File: src/rtl/rv32_pkg.sv
// Shared RV32I decode definitions.
// Contents:
//   - major opcode constants (LUI .. SYS)
//   - NOP encoding (all-zero word, used as the pipeline bubble)
//   - imm_type_e: immediate format selector
//   - id_ex_t: the ID/EX pipeline payload
//   - imm_type_of / imm_gen: opcode-to-format map and immediate builder
package rv32_pkg;

    localparam logic [6:0] LUI   = 7'b0110111;
    localparam logic [6:0] AUIPC = 7'b0010111;
    localparam logic [6:0] JAL   = 7'b1101111;
    localparam logic [6:0] JALR  = 7'b1100111;
    localparam logic [6:0] BCC   = 7'b1100011;
    localparam logic [6:0] LCC   = 7'b0000011;
    localparam logic [6:0] SCC   = 7'b0100011;
    localparam logic [6:0] MCC   = 7'b0010011;
    localparam logic [6:0] RCC   = 7'b0110011;
    localparam logic [6:0] SYS   = 7'b1110011;

    localparam logic [31:0] NOP = 32'd0;

    typedef enum logic [2:0] {
        IMM_I,
        IMM_S,
        IMM_B,
        IMM_U,
        IMM_J,
        IMM_NONE
    } imm_type_e;

    typedef struct packed {
        logic        valid;
        logic [31:0] pc;
        logic [6:0]  opcode;
        logic [2:0]  funct3;
        logic        funct7b5;
        logic [4:0]  rs1;
        logic [4:0]  rs2;
        logic [4:0]  rd;
        logic [31:0] rs1_data;
        logic [31:0] rs2_data;
        logic [31:0] imm;
        logic        mem_read;
    } id_ex_t;

    function automatic imm_type_e imm_type_of(input logic [6:0] op);
        imm_type_e t;
        case (op)
            LCC, MCC, JALR, SYS: t = IMM_I;
            SCC:                 t = IMM_S;
            BCC:                 t = IMM_B;
            LUI, AUIPC:          t = IMM_U;
            JAL:                 t = IMM_J;
            default:             t = IMM_NONE;  // RCC and unknown opcodes
        endcase
        return t;
    endfunction

    // All formats sign-extend from inst[31]; B and J carry an implicit 0 LSB.
    function automatic logic [31:0] imm_gen(input logic [31:0] inst, input imm_type_e t);
        logic [31:0] imm;
        case (t)
            IMM_I:   imm = {{20{inst[31]}}, inst[31:20]};
            IMM_S:   imm = {{20{inst[31]}}, inst[31:25], inst[11:7]};
            IMM_B:   imm = {{19{inst[31]}}, inst[31], inst[7], inst[30:25], inst[11:8], 1'b0};
            IMM_U:   imm = {inst[31:12], 12'd0};
            IMM_J:   imm = {{11{inst[31]}}, inst[31], inst[19:12], inst[20], inst[30:21], 1'b0};
            default: imm = '0;
        endcase
        return imm;
    endfunction

endpackage

File: src/rtl/regfile_2r1w.sv
// Architectural register file: NREGS x XLEN, two combinational read ports,
// one synchronous write port.
// Ports:
//   i_clk, i_rst       clock, synchronous active-high clear of every register
//   i_ra1, i_ra2       read addresses
//   o_rd1, o_rd2       read data (x0 reads 0; same-cycle write is bypassed)
//   i_we, i_wa, i_wd   write enable / address / data (writes to x0 dropped)
module regfile_2r1w #(
    parameter int XLEN  = 32,
    parameter int NREGS = 32
) (
    input  logic                     i_clk,
    input  logic                     i_rst,
    input  logic [$clog2(NREGS)-1:0] i_ra1,
    input  logic [$clog2(NREGS)-1:0] i_ra2,
    output logic [XLEN-1:0]          o_rd1,
    output logic [XLEN-1:0]          o_rd2,
    input  logic                     i_we,
    input  logic [$clog2(NREGS)-1:0] i_wa,
    input  logic [XLEN-1:0]          i_wd
);

    logic [XLEN-1:0] r_regs [NREGS];
    logic            w_wr_en;

    assign w_wr_en = i_we && (i_wa != '0);

    always_ff @(posedge i_clk) begin
        if (i_rst) begin
            for (int i = 0; i < NREGS; i++) begin
                r_regs[i] <= '0;
            end
        end else if (w_wr_en) begin
            r_regs[i_wa] <= i_wd;
        end
    end

    // Write-through: a decode reading the register being written back this
    // cycle sees the new value without waiting for the flop.
    always_comb begin
        o_rd1 = r_regs[i_ra1];
        if (i_ra1 == '0) begin
            o_rd1 = '0;
        end else if (w_wr_en && (i_wa == i_ra1)) begin
            o_rd1 = i_wd;
        end
    end

    always_comb begin
        o_rd2 = r_regs[i_ra2];
        if (i_ra2 == '0) begin
            o_rd2 = '0;
        end else if (w_wr_en && (i_wa == i_ra2)) begin
            o_rd2 = i_wd;
        end
    end

endmodule

File: src/rtl/decode_stage.sv
// RV32I instruction-decode stage.
// Takes the fetched instruction (or the locally held replay copy), reads the
// register file, builds the immediate, detects load-use hazards and registers
// the ID/EX payload.
// Ports:
//   CLK, RES                    clock, synchronous active-high reset
//   IF_ID_pc, IF_ID_inst        instruction from fetch (inst 0 = bubble)
//   branch_taken                flush from EX
//   stall                       freeze all decode state
//   wb_we, wb_rd, wb_data       register-file write-back
//   Load_bubble                 combinational load-use hazard to fetch
//   ID_EX_*                     registered decode payload for EX
module decode_stage
    import rv32_pkg::*;
#(
    parameter int              XLEN     = 32,
    parameter int              NREGS    = 32,
    parameter logic [XLEN-1:0] RESET_PC = '0
) (
    input  logic            CLK,
    input  logic            RES,
    input  logic [XLEN-1:0] IF_ID_pc,
    input  logic [31:0]     IF_ID_inst,
    input  logic            branch_taken,
    input  logic            stall,
    input  logic            wb_we,
    input  logic [4:0]      wb_rd,
    input  logic [XLEN-1:0] wb_data,
    output logic            Load_bubble,
    output logic            ID_EX_valid,
    output logic [XLEN-1:0] ID_EX_pc,
    output logic [6:0]      ID_EX_opcode,
    output logic [2:0]      ID_EX_funct3,
    output logic            ID_EX_funct7b5,
    output logic [4:0]      ID_EX_rs1,
    output logic [4:0]      ID_EX_rs2,
    output logic [4:0]      ID_EX_rd,
    output logic [XLEN-1:0] ID_EX_rs1_data,
    output logic [XLEN-1:0] ID_EX_rs2_data,
    output logic [XLEN-1:0] ID_EX_imm,
    output logic            ID_EX_mem_read
);

    logic            r_replay_valid;
    logic [31:0]     r_hold_inst;
    logic [XLEN-1:0] r_hold_pc;
    id_ex_t          r_ex_p1;

    logic [31:0]     w_inst_p0;
    logic [XLEN-1:0] w_pc_p0;
    logic [6:0]      w_op_p0;
    logic [4:0]      w_rs1_p0;
    logic [4:0]      w_rs2_p0;
    logic            w_uses_rs1_p0;
    logic            w_uses_rs2_p0;
    logic [XLEN-1:0] w_rs1_data_p0;
    logic [XLEN-1:0] w_rs2_data_p0;
    id_ex_t          w_dec_p0;
    logic            w_load_bubble;

    // ---- decode (p0): source select, operand read, field decode ----
    // The replay copy wins because fetch has zeroed IF_ID_inst while it waits.
    assign w_inst_p0 = r_replay_valid ? r_hold_inst : IF_ID_inst;
    assign w_pc_p0   = r_replay_valid ? r_hold_pc   : IF_ID_pc;
    assign w_op_p0   = w_inst_p0[6:0];
    assign w_rs1_p0  = w_inst_p0[19:15];
    assign w_rs2_p0  = w_inst_p0[24:20];

    regfile_2r1w #(
        .XLEN  (XLEN),
        .NREGS (NREGS)
    ) u_regfile (
        .i_clk (CLK),
        .i_rst (RES),
        .i_ra1 (w_rs1_p0),
        .i_ra2 (w_rs2_p0),
        .o_rd1 (w_rs1_data_p0),
        .o_rd2 (w_rs2_data_p0),
        .i_we  (wb_we),
        .i_wa  (wb_rd),
        .i_wd  (wb_data)
    );

    assign w_uses_rs1_p0 = !((w_op_p0 == LUI) || (w_op_p0 == AUIPC) || (w_op_p0 == JAL));
    assign w_uses_rs2_p0 = (w_op_p0 == BCC) || (w_op_p0 == SCC) || (w_op_p0 == RCC);

    always_comb begin
        w_dec_p0          = '0;
        w_dec_p0.valid    = (w_inst_p0 != NOP);
        w_dec_p0.pc       = w_pc_p0;
        w_dec_p0.opcode   = w_op_p0;
        w_dec_p0.funct3   = w_inst_p0[14:12];
        w_dec_p0.funct7b5 = w_inst_p0[30];
        w_dec_p0.rs1      = w_rs1_p0;
        w_dec_p0.rs2      = w_rs2_p0;
        // Stores and branches reuse inst[11:7] as immediate bits, not a destination.
        w_dec_p0.rd       = ((w_op_p0 == SCC) || (w_op_p0 == BCC)) ? 5'd0 : w_inst_p0[11:7];
        w_dec_p0.rs1_data = w_rs1_data_p0;
        w_dec_p0.rs2_data = w_rs2_data_p0;
        w_dec_p0.imm      = imm_gen(w_inst_p0, imm_type_of(w_op_p0));
        w_dec_p0.mem_read = (w_op_p0 == LCC);
    end

    // A load in EX cannot forward in time to a dependent instruction in ID.
    // The replayed copy never re-triggers: ID_EX is a bubble by then.
    assign Load_bubble = r_ex_p1.valid && r_ex_p1.mem_read && (r_ex_p1.rd != 5'd0)
                       && ((w_uses_rs1_p0 && (w_rs1_p0 == r_ex_p1.rd))
                        || (w_uses_rs2_p0 && (w_rs2_p0 == r_ex_p1.rd)))
                       && !branch_taken && !stall;

    // ---- ID/EX boundary (p1) ----
    always_ff @(posedge CLK) begin
        if (RES) begin
            r_ex_p1        <= '0;
            r_ex_p1.pc     <= RESET_PC;
            r_replay_valid <= 1'b0;
        end else if (!stall) begin
            if (branch_taken) begin
                r_ex_p1        <= '0;
                r_replay_valid <= 1'b0;
            end else if (Load_bubble) begin
                r_ex_p1        <= '0;
                r_hold_inst    <= w_inst_p0;
                r_hold_pc      <= w_pc_p0;
                r_replay_valid <= 1'b1;
            end else begin
                r_ex_p1        <= w_dec_p0;
                r_replay_valid <= 1'b0;
            end
        end
    end

    assign ID_EX_valid    = r_ex_p1.valid;
    assign ID_EX_pc       = r_ex_p1.pc;
    assign ID_EX_opcode   = r_ex_p1.opcode;
    assign ID_EX_funct3   = r_ex_p1.funct3;
    assign ID_EX_funct7b5 = r_ex_p1.funct7b5;
    assign ID_EX_rs1      = r_ex_p1.rs1;
    assign ID_EX_rs2      = r_ex_p1.rs2;
    assign ID_EX_rd       = r_ex_p1.rd;
    assign ID_EX_rs1_data = r_ex_p1.rs1_data;
    assign ID_EX_rs2_data = r_ex_p1.rs2_data;
    assign ID_EX_imm      = r_ex_p1.imm;
    assign ID_EX_mem_read = r_ex_p1.mem_read;

endmodule

File: config.mk
export PLATFORM = sky130hd
export DESIGN_NAME = decode_stage
export DESIGN_NICKNAME = d
export VERILOG_FILES = /design/src/rtl/rv32_pkg.sv /design/src/rtl/regfile_2r1w.sv /design/src/rtl/decode_stage.sv
export SDC_FILE = /design/constraint.sdc
export NUM_CORES = 2
export LEC_CHECK = 0
export ABC_AREA = 0
export BUFFER_PORTS_ARGS = -buffer_cell sky130_fd_sc_hd__buf_2
export CELL_PAD_IN_SITES_DETAIL_PLACEMENT = 0
export CELL_PAD_IN_SITES_GLOBAL_PLACEMENT = 1
export CORE_MARGIN = 2
export CORE_UTILIZATION = 40
export CTS_CLUSTER_SIZE = 16
export DETAILED_ROUTE_END_ITERATION = 10
export GPL_ROUTABILITY_DRIVEN = 0
export HOLD_SLACK_MARGIN = 0.15
export MAX_ROUTING_LAYER = met4
export PLACE_DENSITY_LB_ADDON = 0.1
export SYNTH_ARGS = -nofsm -noshare
export SYNTH_HDL_FRONTEND = slang
export SYNTH_SLANG_ARGS = --single-unit
File: constraint.sdc
create_clock -name CLK -period 5 [get_ports CLK]
set_input_delay 0.5 -clock CLK [delete_from_list [all_inputs] [get_ports CLK]]
set_output_delay 0.5 -clock CLK [all_outputs]
set_load 0.1 [all_outputs]
* Word level (Yosys, flattened, before mapping) *
Memory sizes are Yosys's and may differ from the RTL's.
Cells that the tools add are included.

storage, ports and cells
  register bits = 221
  bits in latches = 0
  bits in writable memories = 1024
  ROM bits = 0
  input port bits = 106
  output and inout bits = 157
  word-level logic and storage cells = 86
  memories = 1

memory list
  name              words  bits a word  rd ports  clocked after Yosys merged registers in  write ports  RTL line            source
  u_regfile.r_regs  32     32           2         0                                        32           regfile_2r1w.sv:23  logic [XLEN-1:0] r_regs [NREGS];

cells by class
  add/sub/neg operators = 0
  $mul = 0
  divide/modulo/power cells = 0
  magnitude comparators = 0
  equality and inequality tests = 18
  shift-type cells = 0
  mux-type cells = 21
  bitwise operators = 3
  reduce and logical (&&, ||, !) cells = 28

operators with widths
  kind                                                             number
  156-bit two-way mux                                              2
  32-bit two-way mux                                               7
  32-bit case mux with 5 select lines                              1
  32-bit nonzero test                                              1
  32-bit OR reduction                                              1
  7-bit == test, second input constant                             4
  7-bit by 6-bit == test with 1-bit output, second input constant  3
  5-bit == test                                                    4
  3-bit case mux with 5 select lines                               1
  7-bit by 5-bit == test with 1-bit output, second input constant  2
  1-bit logical AND                                                10
  5-bit logical NOT                                                2
  5-bit two-way mux                                                2
  5-bit nonzero test                                               2
  1-bit two-way mux                                                8
  7-bit by 2-bit == test with 1-bit output, second input constant  1
  3-bit by 2-bit == test with 1-bit output, second input constant  2
  1-bit logical OR                                                 5
  4-bit AND reduction                                              1
  4-bit OR reduction                                               1
  3-bit by 1-bit == test with 1-bit output, second input constant  1
  3-bit == test, second input constant                             1
  1-bit logical NOT                                                3
  3-bit logical NOT                                                1
  2 further kinds                                                  4

* Depth between registers and ports, before layout *
  word-level depth = 12
  gate-level depth with buffers = 14

* Hierarchy *
A second synthesis with hierarchy kept.

second synthesis, totals
  cells, all modules = 4594
  area, all modules = 64199.1 sq um

by module, submodules not included
  module        times used  cells an instance  area each (sq um)  sequential area each (sq um)
  regfile_2r1w  1           3918               55723.4            30749.5
  decode_stage  1           676                8475.6             5064.9

* Worst setup path before layout *
Ideal clock, no wire load.

  path type = flip-flop to flip-flop
  from = reg r_ex_p1, in the netlist ID_EX_rd[4]
  to = reg r_hold_inst[0] (enable)
  arrival = 4714 ps
  slack = -202 ps
  stages on the path, launching flop included = 6
  buffers on the path = 0
  cells stage by stage = dfxtp_1 -> xnor2_1 -> nand3_1 -> or4_1 -> a21o_4 -> nor2_1

between the ends
  longest elaborated chain between the ends = 7
  elaborated cells on any way between the ends = 11

ends and longest elaborated chain
  element                                      RTL line                                  source
  start, declared                              decode_stage.sv:47                        id_ex_t r_ex_p1;
  start signal, assigned                       decode_stage.sv:127                       r_ex_p1 <= w_dec_p0;
  5-bit == test, on equally long branches      decode_stage.sv:107, decode_stage.sv:108
  1-bit logical AND, on equally long branches  decode_stage.sv:107, decode_stage.sv:108
  1-bit logical OR                             decode_stage.sv:108                       || (w_uses_rs2_p0 && (w_rs2_p0 == r_ex_p1.rd)))
  1-bit logical AND (*)                        decode_stage.sv:107                       && ((w_uses_rs1_p0 && (w_rs1_p0 == r_ex_p1.rd))
  1-bit logical AND (*) (2 in a row)           decode_stage.sv:109                       && !branch_taken && !stall;
  4-bit AND reduction (no source line) (*)     n/a
  end signal, assigned                         decode_stage.sv:123                       r_hold_inst <= w_inst_p0;
  end, declared                                decode_stage.sv:45                        logic [31:0] r_hold_inst;

Every way passes the cells marked *; elsewhere a longest branch is shown, timed or not.
A chain may end at the register's enable or synchronous reset.

* Worst setup path in the final report *
  from = reg r_replay_valid
  to = out Load_bubble

between the ends
  longest elaborated chain between the ends = 10
  elaborated cells on any way between the ends = 20

ends and longest elaborated chain
  element                                                                                                      RTL line             source
  start, declared                                                                                              decode_stage.sv:44   logic r_replay_valid;
  start signal, assigned                                                                                       decode_stage.sv:116  r_replay_valid <= 1'b0;
  start signal, assigned                                                                                       decode_stage.sv:120  r_replay_valid <= 1'b0;
  start signal, assigned                                                                                       decode_stage.sv:125  r_replay_valid <= 1'b1;
  32-bit two-way mux (*)                                                                                       decode_stage.sv:63   assign w_inst_p0 = r_replay_valid ? r_hold_inst : IF_ID_inst;
  7-bit by 6-bit == test with 1-bit output / 7-bit by 5-bit == test with 1-bit output (equally long branches)  decode_stage.sv:84   assign w_uses_rs1_p0 = !((w_op_p0 == LUI) || (w_op_p0 == AUIPC) || (w_op_p0 == JAL));
  1-bit logical OR (2 in a row)                                                                                decode_stage.sv:84
  1-bit logical NOT                                                                                            decode_stage.sv:84
  1-bit logical AND                                                                                            decode_stage.sv:107
  1-bit logical OR (*)                                                                                         decode_stage.sv:108
  1-bit logical AND (*)                                                                                        decode_stage.sv:107
  1-bit logical AND (*) (2 in a row)                                                                           decode_stage.sv:109
  end, declared                                                                                                decode_stage.sv:29   output logic Load_bubble,

Marked as above.

==> impl_summary.log <==
[metrics] Primary FF master, synth: sky130_fd_sc_hd__edfxtp_1
[metrics] post-CTS sizing: 0
[metrics] capture instance of the worst register-to-register path: ID_EX_rs1_data[29]
[metrics] Hold Fails Final Rpt: 0
[metrics] Num CTS Buffers: 148
[metrics] Seq. cell area: 35,800 um2
[metrics] worst setup path endpoint: Load_bubble
[metrics] area enclosed by the die boundary: 167,000 um2
[metrics] final global-route overflow total: 0
[metrics] mean routed wirelength per cell: 33.0 um
[metrics] power per cell area: 352 nW/um2
[metrics] switching power of the nets: ~7.6 mW
[metrics] Final Routed Wirelength: 304,000 um
[metrics] number of buffers on the longest clock path: 3
[metrics] Top Family by Delay on Critical Path: flip-flops
[metrics] largest vdd supply drop: ~0.0004 V
[metrics] DRC violation count after routing: 0
[metrics] setup slack of the most critical reg-to-reg path: a little under 0.9 ns
[metrics] transition time at the pin with the least slew margin: 1.38 ns
[metrics] status: finished, final reports clean
[metrics] Synth-to-Final Area Change: 14.5%
[metrics] GRT Overall Usage: about 37%
[metrics] number of gates on the worst path with buffers counted: 8
[metrics] core area: between 150,000 and 200,000 um2
[metrics] post-route minimum period: 4.17 ns
[metrics] Tcrit/Tclk final: 83.4%
[metrics] count of buffer and inverter cells on the critical path: 3
[metrics] starting density of the core: 40.3%
[metrics] drt initial violations: 8,830
[metrics] Critical Path Max Stage Delay: 0.79 ns
[metrics] Data required, critical path: 4.50 ns
[metrics] combined area of all synthesized cells: 65,500 um2
[metrics] Max Fanout on Critical Path: 58
[metrics] Placement Rows: about 150
[metrics] clock power share: 41.0%
[metrics] vias in the first global route: 52,300
[metrics] fin nets: 6,991
[metrics] fill cell count: between 15,000 and 20,000
[metrics] drt pass-1 iters: 7
[metrics] placed wire-length estimate: 173,000 um
[metrics] Hold Path Class: in -> reg
[metrics] Critical Path, Cell by Cell: mux2i_4 -> inv_8 -> xnor2_1 -> nand3_1 -> or4_1 -> a21o_4 -> inv_2 -> buf_12
[metrics] async set-reset flop share out of synthesis: 0%
[metrics] Clock Tree Root: sky130_fd_sc_hd__clkbuf_16
[metrics] area taken by multi-input logic gates: between 20,000 and 30,000 um2
[metrics] number of nets with antenna violations after routing: 0
[metrics] proportion of layout cells with a drive suffix above 1: 13.0%
[metrics] power share of the sequential group: 46.0%
[metrics] maximum capacitance violations: 0
[metrics] final-report max-slew violation count: 0
[metrics] Gate power share: 13.0%
[metrics] type of the worst setup path: reg -> out
[metrics] Mapped Cells: 6,804
[metrics] FF+latch count, synth: 1,245
[metrics] mean instance size in the synthesized netlist: 9.63 um2
[metrics] cell-internal power: 18.8 mW
[metrics] count of input and output buffers: around 260
[metrics] total clock sinks: 1,245
[metrics] library cell contributing the largest single delay on the critical path: sky130_fd_sc_hd__dfxtp_4
[metrics] Post-synth EDFFs: 1,088
[metrics] Setup Fix Bufs, Post-CTS: 0
[metrics] Arrival @ worst endpoint: 3.67 ns
[metrics] achievable clock frequency: 240 MHz
[metrics] largest net degree at the start of global routing: approximately 130
[metrics] startpoint kind of the worst setup timing path: flip-flop
[metrics] Setup-failing EPs final: 0
[metrics] number of hold buffers added after cts: 54
[metrics] first-pass GRT wire length: 418,000 um
[metrics] vertical extent of the die: 409 um
[metrics] post-placement worst setup slack: 1.04 ns
[metrics] RSZ-0062 raised after global routing: no
[metrics] sum of negative setup slack: 0 ns
[metrics] origin of the critical flop-to-flop path: r_replay_valid
[metrics] count of cells along the worst register-to-register path: 10
[metrics] leakage power: ~28 nW
[metrics] horizontal extent of the die: ~400 um
[metrics] post-CTS clock slew at the launch and capture registers of the worst setup and hold paths: 0.06 ns
[metrics] worst clock skew: about 0.041 ns
[metrics] share of synthesized area occupied by flip-flops and latches: 54.7%
[metrics] origin of the worst setup path: r_replay_valid
[metrics] source-to-sink clock delay at the later pin of the worst-skew pair: 0.82 ns
[metrics] critical path endpoint category: output port
[metrics] final setup slack of the worst path: 0.829 ns
[metrics] switch share: approximately 29%
[metrics] clock tree from TritonCTS: done
[metrics] number of top-level design ports: 263
[metrics] Via-to-Cell Ratio: between 6 and 7
[metrics] antenna violations before repair: 40
[metrics] Via Count: 56,400
[metrics] number of warnings printed during yosys synthesis: 0
[metrics] worst slew margin relative to its limit: 7.47%
[metrics] number of levels the H-tree was split into: 4
[metrics] Yosys cell types: 77
-- worst reg2reg max path, stage by stage (launching register included) --
cell and delay [ns]:
sky130_fd_sc_hd__dfxtp_4 0.79, sky130_fd_sc_hd__mux2i_4 0.22, sky130_fd_sc_hd__inv_8 0.39, sky130_fd_sc_hd__buf_4 0.58
sky130_fd_sc_hd__buf_4 0.43, sky130_fd_sc_hd__mux2i_1 0.25, sky130_fd_sc_hd__a32o_1 0.15, sky130_fd_sc_hd__o22ai_1 0.08
sky130_fd_sc_hd__a2111oi_0 0.75, sky130_fd_sc_hd__buf_4 0.24, sky130_fd_sc_hd__o31ai_2 0.06
-- cells in the mapped netlist (all sizes together), types with 46 or more instances --
cell	instances	area (um2)
dfxtp	157	3140
and2	994	6220
o31ai	64	661
edfxtp	1088	32700
o21ai	57	285
nor2	132	498
nand3	980	4910
a21oi	202	1010
nand2	1772	6650
mux2i	141	1490
buf	168	868
a22o	75	657
mux2	46	518
clkbuf	448	1680
a32o	60	601
o22ai	88	557
-- through the flow --
stage          hold WS (ns)  std cells  total power, mW  utilization [%]  area, um2
6_report              0.200       9211             26.4             46.1      75000
5_1_grt               0.176       9197             27.0             46.1      74900
2_1_floorplan         0.541       6835             14.2                -      65600
3_5_place_dp          0.441       8856             15.6             42.8      69600
3_3_place_gp          0.436       8856             15.6             42.8      69600
4_1_cts               0.158       9175             26.3             46.1      74900
-- worst min-delay path by stage --
| stage | startpoint | endpoint | slack, ns | cells after the start |
|---|---|---|---|---|
| 6_report | RES | u_regfile.r_regs[0][0] | 0.20 | 1 |
| 5_1_grt | RES | u_regfile.r_regs[0][9] | 0.18 | 1 |
| 4_1_cts | RES | u_regfile.r_regs[0][9] | 0.16 | 1 |
| 3_5_place_dp | ID_EX_rs2[1] | ID_EX_rs2[1] | 0.44 | 2 |
| 3_3_place_gp | ID_EX_imm[16] | ID_EX_imm[16] | 0.44 | 2 |
| 2_1_floorplan | r_hold_pc[24] | r_hold_pc[24] | 0.54 | 1 |
-- layout by cell type, fill, tap and decap left out, drive strengths merged, types with 30 or more instances in the layout --
cell type       n
a32o           60
and2          994
clkinv         38
nand3         980
nor4           36
a21oi         202
conb           32
dfxtp         157
or2            32
clkbuf        212
mux2i         141
nor3           30
dlygate4sd3    54
o22ai          88
o21ai          57
buf           462
nor2          132
inv            32
mux2           46
o31ai          64
edfxtp       1088
diode          36
mux4           45
a22o           75
nand2        1772
-- area by class of cell --
| class | count | area share (%) |
|---|---|---|
| inverter | 25 | 0.172 |
| multi-input combinational | 4949 | 36.8 |
| tap | 2175 | 3.63 |
| timing repair buffer | 516 | 5.16 |
| clock inverter | 53 | 0.894 |
| clock buffer | 212 | 5.43 |
| antenna | 36 | 0.120 |
| sequential | 1245 | 47.8 |
-- metal layers --
metal  global-route usage, %  up-vias  share of wire [%]
met1                    49.3    27900                 41
met4                    15.3        0                4.2
met5                       -        -                  0
met2                    52.5     3902                 43
li1                        -    23900                  -
met3                    8.95      658                 12
-- sequential cells by signal, indices dropped and copies added (netlist names) --
register and count:
ID_EX_funct3 3, ID_EX_funct7b5 1, ID_EX_imm 32, ID_EX_mem_read 1, ID_EX_opcode 7, ID_EX_pc 32
ID_EX_rd 5, ID_EX_rs1 5, ID_EX_rs1_data 32, ID_EX_rs2 5, ID_EX_rs2_data 32, ID_EX_valid 1
r_hold_inst 32, r_hold_pc 32, r_replay_valid 1, u_regfile.r_regs 1024
-- kinds of logic (layout without fill, tap and decap cells) --
kind of cell,count (synthesis),after routing,share of synthesized area (%)
and+or+nand+nor,4029,4029,29.4
DFF,1245,1245,54.7
muxes,232,232,4.61
buffers and inverters,641,806,4.04
AOI/OAI and AO/OA,639,639,7.01
xor gates and xnor gates,17,17,0.227
other,1,68,0.00573
-- power groups by stage --
| stage | combinational (mW) | clock, mW | sequential (mW) |
|---|---|---|---|
| floorplan | 1.63 | 0 | 12.6 |
| global placement | 3.29 | 0 | 12.3 |
| detailed placement | 3.29 | 0 | 12.3 |
| CTS | 3.34 | 10.9 | 12.1 |
| global route | 3.55 | 11.3 | 12.2 |
| finish | 3.42 | 10.8 | 12.1 |
No activity file was read; power rests on OpenSTA's default activity.
